`config.mk`:
```
export PLATFORM = sky130hd
export DESIGN_NAME = cpu_sequencer
export DESIGN_NICKNAME = d
export VERILOG_FILES = /design/src/rtl/cpu_sequencer_pkg.sv /design/src/rtl/cpu_sequencer.sv
export SDC_FILE = /design/constraint.sdc
export NUM_CORES = 1
export LEC_CHECK = 0
export CAP_MARGIN = 40
export CORE_ASPECT_RATIO = 1.5
export CORE_MARGIN = 3
export CORE_UTILIZATION = 42
export DETAILED_ROUTE_END_ITERATION = 12
export HOLD_SLACK_MARGIN = 0.08
export PLACE_DENSITY_LB_ADDON = 0.25
export SETUP_SLACK_MARGIN = 0.02
export SLEW_MARGIN = 20
export SYNTH_ARGS = -nofsm -noshare
export SYNTH_HDL_FRONTEND = slang
export SYNTH_SLANG_ARGS = --single-unit
```
`constraint.sdc`:
```
create_clock -name clk -period 3.9 [get_ports clk]
set_clock_uncertainty 0.05 [all_clocks]
set_input_delay 0.39 -clock clk [delete_from_list [all_inputs] [get_ports clk]]
set_output_delay 0.39 -clock clk [all_outputs]
set_load 0.01 [all_outputs]
```
`src/rtl/cpu_sequencer_pkg.sv`:
```
// Shared widths, instruction field slices and FSM state encoding for the
// control sequencer that sits in front of the ALU.
package cpu_sequencer_pkg;

  localparam int DATA_WIDTH   = 8;
  localparam int BUS_WIDTH    = 4;
  localparam int OPCODE_WIDTH = 6;
  localparam int PC_WIDTH     = 8;
  localparam int INSTR_WIDTH  = OPCODE_WIDTH + 2 * BUS_WIDTH;

  // Instruction word layout: {opcode, addr1, addr2}
  localparam int OPCODE_MSB = INSTR_WIDTH - 1;
  localparam int OPCODE_LSB = 2 * BUS_WIDTH;
  localparam int ADDR1_MSB  = 2 * BUS_WIDTH - 1;
  localparam int ADDR1_LSB  = BUS_WIDTH;
  localparam int ADDR2_MSB  = BUS_WIDTH - 1;
  localparam int ADDR2_LSB  = 0;

  localparam logic [OPCODE_WIDTH-1:0] FINISH_OPCODE = '1;

  typedef enum logic [2:0] {
    SIDLE,
    SFETCH,
    SREAD,
    SCALC,
    SWRITE,
    SHALT
  } state_t;

endpackage

```
`src/rtl/cpu_sequencer.sv`:
```
// Fetch / read / calc / write sequencer driving the ALU and register file.
// Strobes are registered and set on the edge that enters their state.
module cpu_sequencer
  import cpu_sequencer_pkg::*;
(
  input  logic                    clk,
  input  logic                    rstn,
  input  logic                    start,
  output logic                    imem_req,
  output logic [PC_WIDTH-1:0]     imem_addr,
  input  logic                    imem_ack,
  input  logic [INSTR_WIDTH-1:0]  imem_data,
  output logic [BUS_WIDTH-1:0]    rf_raddr1,
  output logic [BUS_WIDTH-1:0]    rf_raddr2,
  input  logic [DATA_WIDTH-1:0]   rf_rdata1,
  input  logic [DATA_WIDTH-1:0]   rf_rdata2,
  output logic                    rf_we,
  output logic [BUS_WIDTH-1:0]    rf_waddr,
  output logic [DATA_WIDTH-1:0]   rf_wdata,
  output logic                    alu_en,
  output logic [OPCODE_WIDTH-1:0] alu_opcode,
  output logic [BUS_WIDTH-1:0]    alu_addr1,
  output logic [BUS_WIDTH-1:0]    alu_addr2,
  output logic [DATA_WIDTH-1:0]   alu_value1,
  output logic [DATA_WIDTH-1:0]   alu_value2,
  input  logic [DATA_WIDTH-1:0]   alu_result,
  input  logic                    alu_err,
  input  logic                    alu_finish,
  output logic                    halted,
  output logic                    err_flag,
  output logic [PC_WIDTH-1:0]     pc
);

  state_t                  r_state;
  logic [PC_WIDTH-1:0]     r_pc;
  logic [INSTR_WIDTH-1:0]  r_ir;
  logic [DATA_WIDTH-1:0]   r_value1;
  logic [DATA_WIDTH-1:0]   r_value2;
  logic                    r_imemReq;
  logic                    r_aluEn;
  logic                    r_rfWe;
  logic                    r_halted;
  logic                    r_err;

  logic [OPCODE_WIDTH-1:0] w_opcode;
  logic [BUS_WIDTH-1:0]    w_addr1;
  logic [BUS_WIDTH-1:0]    w_addr2;
  logic                    w_finish;

  assign w_opcode = r_ir[OPCODE_MSB:OPCODE_LSB];
  assign w_addr1  = r_ir[ADDR1_MSB:ADDR1_LSB];
  assign w_addr2  = r_ir[ADDR2_MSB:ADDR2_LSB];
  // Halt on the finish opcode even if the ALU does not flag it itself
  assign w_finish = alu_finish || (w_opcode == FINISH_OPCODE);

  // Single-cycle strobes default low and are re-armed only on state entry
  always_ff @(posedge clk or negedge rstn) begin
    if (!rstn) begin
      r_state   <= SIDLE;
      r_pc      <= '0;
      r_ir      <= '0;
      r_value1  <= '0;
      r_value2  <= '0;
      r_imemReq <= 1'b0;
      r_aluEn   <= 1'b0;
      r_rfWe    <= 1'b0;
      r_halted  <= 1'b0;
      r_err     <= 1'b0;
    end else begin
      r_imemReq <= 1'b0;
      r_aluEn   <= 1'b0;
      r_rfWe    <= 1'b0;
      case (r_state)
        SIDLE: begin
          if (start) begin
            r_pc      <= '0;
            r_imemReq <= 1'b1;
            r_state   <= SFETCH;
          end
        end
        SFETCH: begin
          if (imem_ack) begin
            r_ir    <= imem_data;
            r_state <= SREAD;
          end else begin
            r_imemReq <= 1'b1;
          end
        end
        SREAD: begin
          r_value1 <= rf_rdata1;
          r_value2 <= rf_rdata2;
          r_aluEn  <= 1'b1;
          r_state  <= SCALC;
        end
        SCALC: begin
          if (w_finish) begin
            r_halted <= 1'b1;
            r_state  <= SHALT;
          end else if (alu_err) begin
            r_halted <= 1'b1;
            r_err    <= 1'b1;
            r_state  <= SHALT;
          end else begin
            r_rfWe  <= 1'b1;
            r_state <= SWRITE;
          end
        end
        SWRITE: begin
          r_pc      <= r_pc + PC_WIDTH'(1);
          r_imemReq <= 1'b1;
          r_state   <= SFETCH;
        end
        SHALT: begin
          if (start) begin
            r_halted  <= 1'b0;
            r_err     <= 1'b0;
            r_pc      <= '0;
            r_imemReq <= 1'b1;
            r_state   <= SFETCH;
          end
        end
        default: r_state <= SIDLE;
      endcase
    end
  end

  assign imem_req   = r_imemReq;
  assign imem_addr  = r_pc;
  assign rf_raddr1  = w_addr1;
  assign rf_raddr2  = w_addr2;
  assign rf_we      = r_rfWe;
  assign rf_waddr   = w_addr1;
  assign rf_wdata   = r_rfWe ? alu_result : '0;
  assign alu_en     = r_aluEn;
  assign alu_opcode = w_opcode;
  assign alu_addr1  = w_addr1;
  assign alu_addr2  = w_addr2;
  assign alu_value1 = r_value1;
  assign alu_value2 = r_value2;
  assign halted     = r_halted;
  assign err_flag   = r_err;
  assign pc         = r_pc;

endmodule

```
==> impl_metrics.py <==
metrics = {
    "timing": {
        "whs_ns": 0.4403,
        "setup_viol": 0,
        "fin_tns_setup_ns": 0,
        "min_period_ns": 2.012,
        "worst-slew-pin-transition_ns": 0.7407,
        "finalHoldViolCount": 0,
        "max_clock_freq_ghz": 0.4970,
        "final-max-slew-violation-count": 0,
        "finalCritPeriodShare": 0.5159,
        "finalWorstSetupSlack_ns": 1.888,
        "rsz0062_at_grt": "false",
        "max_slew_margin": 0.5046,
    },
    "worst_setup_path": {
        "cp.arrival_ns": 2.15,
        "crit_type": "flop to flop",
        "path_max_fanout": 14,
        "cp.required_ns": 4.03,
        "worstSetupEndpointType": "flop",
        "start_kind": "flop",
    },
    "layout": {
        "final_cell_area_um2": 3316,
        "drive_gt1_frac": 0.1673,
        "diodes": 0,
        "area_growth_pct": 54.79,
        "fin_util": 0.6784,
        "fin_cells": 341,
        "nets": 319,
    },
    "placed_design": {
        "gp_congestion": 0.7998,
        "pre_cts_ws_ns": 1.720,
        "dp.cells": 332,
        "dp_hpwl_um": 3944,
        "port-buffer-count": 114,
        "placed_cell_area_um2": 3214,
    },
    "die": {
        "ios": 115,
        "core_um2": 4887,
        "die_h_um": 93.47,
        "design.die.area_um2": 6011,
        "rows": 31,
        "die_w_um": 64.31,
        "start_util": 0.4383,
    },
    "grt": {
        "track_usage": 0.1760,
        "grt_pass1_vias": 1733,
        "grt_pass1_wl_um": 8259,
        "use_met3": 0.06611,
        "antenna_found_initial": 0,
        "met2_usage": 0.3138,
        "grt_busiest_layer": "met2",
        "grt_max_degree": 25,
        "use_met1": 0.1915,
        "gr-total-overflow": 0,
    },
    "route": {
        "vias_per_cell": 4.865,
        "num_vias": 1659,
        "wl_um": 5043,
        "routedWlPerCell_um": 14.79,
        "drt_iter0_markers": 54,
        "dr.pass1.iters": 4,
        "ant_nets": 0,
        "drcViolationCount": 0,
    },
    "flow_run": {
        "maxCapViolCount": 0,
    },
    "logic_synthesis": {
        "syn_area_um2": 2142,
        "ys_async_sr_fraction": 1.000,
        "syn_nets": 220,
        "syn-instance-count": 175,
        "yosys_warnings": 0,
        "synth_area_per_cell_um2": 12.24,
        "synth_edf_count": 0,
        "ys_seq_area_frac": 0.5374,
        "ys_ff_latch": 46,
        "ys.flop_type": "dfrtp_1",
        "synth.distinct_cells": 34,
    },
    "clock_network": {
        "holdBufCountCts": 1,
        "tritoncts": "done",
        "cts_buffers": 5,
        "cts_root_buf": "clkbuf_8",
        "post_cts_buffers": 0,
        "cts_resized": 0,
        "clock_sinks": 46,
        "cts_buffer_depth": 2,
        "clk_pin_slew_ns": 0.08,
        "htreeDepth": 2,
        "insertion_delay_ns": 0.30,
    },
    "power_and_ir_drop": {
        "leakagePower_nw": 1.347,
        "power_mw": 2.290,
        "peakVddDrop_mv": 0.3494,
        "powerDensity_nw_per_um2": 690.5,
    },
    "hold_path": {
        "hold_path_class": "flop to flop",
    },
    "run_status": {
        "outcome": "complete, no violations",
    },
}
[state kept, by name, summed over array words and instances, names as in the netlist]
| name | cells |
|---|---|
| alu_value2 | 8 |
| err_flag | 1 |
| alu_value1 | 8 |
| imem_addr | 8 |
| rf_we | 1 |
| imem_req | 1 |
| r_state | 3 |
| halted | 1 |
| r_ir | 14 |
| alu_en | 1 |
[where the power goes]
| part | internal [mW] | switching, mW | total [mW] |
|---|---|---|---|
| clock network | 0.143 | 0.158 | 0.301 |
| logic | 0.713 | 0.415 | 1.13 |
| registers | 0.679 | 0.181 | 0.860 |
[layer usage]
layer,routed length (um),vias up
met2,2640,73
li1,-,792
met4,60,0
met5,0,-
met1,1880,787
met3,462,7
[cell usage in the layout, fill, tap and decap left out, types with 2 or more instances in the layout]
master,count
clkdlybuf4s50_1,113
dfrtp_1,46
mux2_2,31
nand2_1,13
nor2_1,8
and2_1,8
clkbuf_8,6
nand4_1,5
or3_1,3
o21ai_0,3
or4_1,3
o21a_1,2
mux2i_1,2
a21oi_1,2
nand3_1,2
nand2b_1,2
o211ai_1,2
o31ai_1,2
[path summary, 6_finish.rpt]
check / slack, ns / cells after the start / start / to
worst min-delay path: 0.44 / 2 / err_flag$_DFFE_PN0P_ / err_flag$_DFFE_PN0P_
worst min register to register: 0.44 / 2 / err_flag$_DFFE_PN0P_ / err_flag$_DFFE_PN0P_
min in group asynchronous: 0.58 / 2 / rstn / r_ir[6]$_DFFE_PN0P_
max in group asynchronous: 2.70 / 3 / rstn / alu_value1[7]$_DFFE_PN0P_
worst max register to register: 1.89 / 4 / r_state[0]$_DFFE_PN0P_ / r_ir[4]$_DFFE_PN0P_
worst max-delay path: 1.89 / 4 / r_state[0]$_DFFE_PN0P_ / r_ir[4]$_DFFE_PN0P_
[synth_stat cells, types with 3 or more instances]
cell type / instances / area share
mux2_2: 31 / 0.16
dfrtp_1: 46 / 0.54
nand2_1: 13 / 0.023
nor2_1: 8 / 0.014
nand4_1: 5 / 0.015
or3_1: 3 / 0.0088
buf_4: 24 / 0.084
o21ai_0: 3 / 0.0070
and2_1: 8 / 0.023
or4_1: 3 / 0.011
[cell families after synthesis]
kind of cell	synth area share
AO/OA/AOI/OAI	0.05432
XOR/XNOR	0.008179
adder cells (fa/ha/maj)	0.005840
buffers and inverters	0.08995
flip-flops	0.5374
multiplexers	0.1723
AND/OR/NAND/NOR	0.1320
[final cells by class]
cell class                 instances  area (um^2)
fill                             397         1572
multi-input combinational        102        798.3
timing repair buffer             117         1185
clock inverter                     1        5.005
clock buffer                       7        86.33
tap                               66        82.58
inverter                           2        7.507
sequential                        46         1151
[worst max-delay path: stages, from the launching register on]
cell and delay, ns:
dfrtp_1 0.63, nand2_1 0.19, nor3_2 0.48, buf_6 0.22, mux2_2 0.33
Note: power is estimated with default switching activity, not from simulation.
==> variant (same flow settings) <==
Put one more register stage on the output `err_flag`, with the module's reset. The value now appears one clock later. The other outputs are not delayed to match.
--- a/src/rtl/cpu_sequencer.sv
+++ b/src/rtl/cpu_sequencer.sv
@@ -139,5 +139,11 @@
   assign alu_value2 = r_value2;
   assign halted     = r_halted;
-  assign err_flag   = r_err;
+  always_ff @(posedge clk or negedge rstn) begin
+    if (!rstn) begin
+      err_flag <= '0;
+    end else begin
+      err_flag <= r_err;
+    end
+  end
   assign pc         = r_pc;
 
Behaviour: not the same (Yosys sat finds a counterexample within 10 cycles, from zero or initial values and one cycle with rstn low).
==> variant against the unedited design <==
Power rose by 1.1%. Wire length decreased by 0.65%. Design area rose by 0.68%. Synthesized area up 1.5%. Sequential cell count grew 1. Worst setup slack gained 8.0 ps. Sequential power increased by 2.7%.
==> variant: results (changes against the unedited design) <==
* Status: finished, final reports clean
* Post-synthesis share of cell area spent on xor and xnor gates at 1.208% (+0.39 points)
* Post-synthesis adder-cell area fraction at 0.5754% (-0.0087 points)
* Hold Path Sink: err_flag$_DFF_PN0_
* HP Start: r_err$_DFFE_PN0P_
* Hpwl dp at 3942 um (about the same)
* M3 GR Usage at 3.713% (-2.9 points)
* Total number of vias at 1658 (-0.060%)
* Sequential cells at 47 (+2.2%)
* Die W at 64.75 um (+0.68%)
* Clock-cell share at 2.174% (-0.58 points)
* Met1 track utilization from global routing at 19.94% (+0.79 points)
* DR iter-0 viols at 86 (+59%)
* Synth top cells by count: dfrtp_1 (47), mux2_2 (31), buf_4 (22)
* Met3 wire length at 286 um (-38%)
* GRT Total Usage at 16.97% (-0.64 points)
* Pin count of the biggest net entering global routing at 26 (+4.0%)
* Unique masters post-synth at 36 (+5.9%)
* NonClk Buf Share at 35.72% (about the same)
* Met2 Use GR at 29.80% (-1.6 points)
* Slew margin rel. at 60.56% (+10 points)
* Cell count after synthesis at 177 (+1.1%)
* Hold Crit Depth at 0 (-2)
* Mux contribution to synthesized area at 16.51% (-0.72 points)
* Worst path arrival time at 2130 ps (-20 ps)
* Hold WS at 322.3 ps (-117.9 ps)
* Routability cong. at 0.7058 (-12%)
* Post-synthesis sequential area ratio at 54.09% (+0.35 points)
* M1 WL at 1920 um (+2.1%)
* DP Area at 3256 sq um (+1.3%)
* Fin util at 67.77% (-0.077 points)
==> variant: worst max-delay path by stage <==
| stage | from | endpoint | slack (ps) | depth (start not counted) |
|---|---|---|---|---|
| floorplan | r_state[2]$_DFFE_PN0P_ | alu_value1[0]$_DFFE_PN0P_ | 2250 | 6 |
| global placement | imem_ack | r_ir[2]$_DFFE_PN0P_ | 1560 | 3 |
| detailed placement | start | imem_addr[5]$_DFFE_PN0P_ | 1740 | 5 |
| CTS | r_state[1]$_DFFE_PN0P_ | r_ir[2]$_DFFE_PN0P_ | 1870 | 4 |
| global route | r_state[1]$_DFFE_PN0P_ | r_ir[2]$_DFFE_PN0P_ | 1760 | 4 |
| finish | r_state[1]$_DFFE_PN0P_ | r_ir[2]$_DFFE_PN0P_ | 1900 | 4 |
==> variant: where the power goes <==
part,total [mW],switching (mW),internal [mW]
combinational,1.16,0.422,0.742
clock,0.268,0.148,0.120
sequential,0.883,0.186,0.697
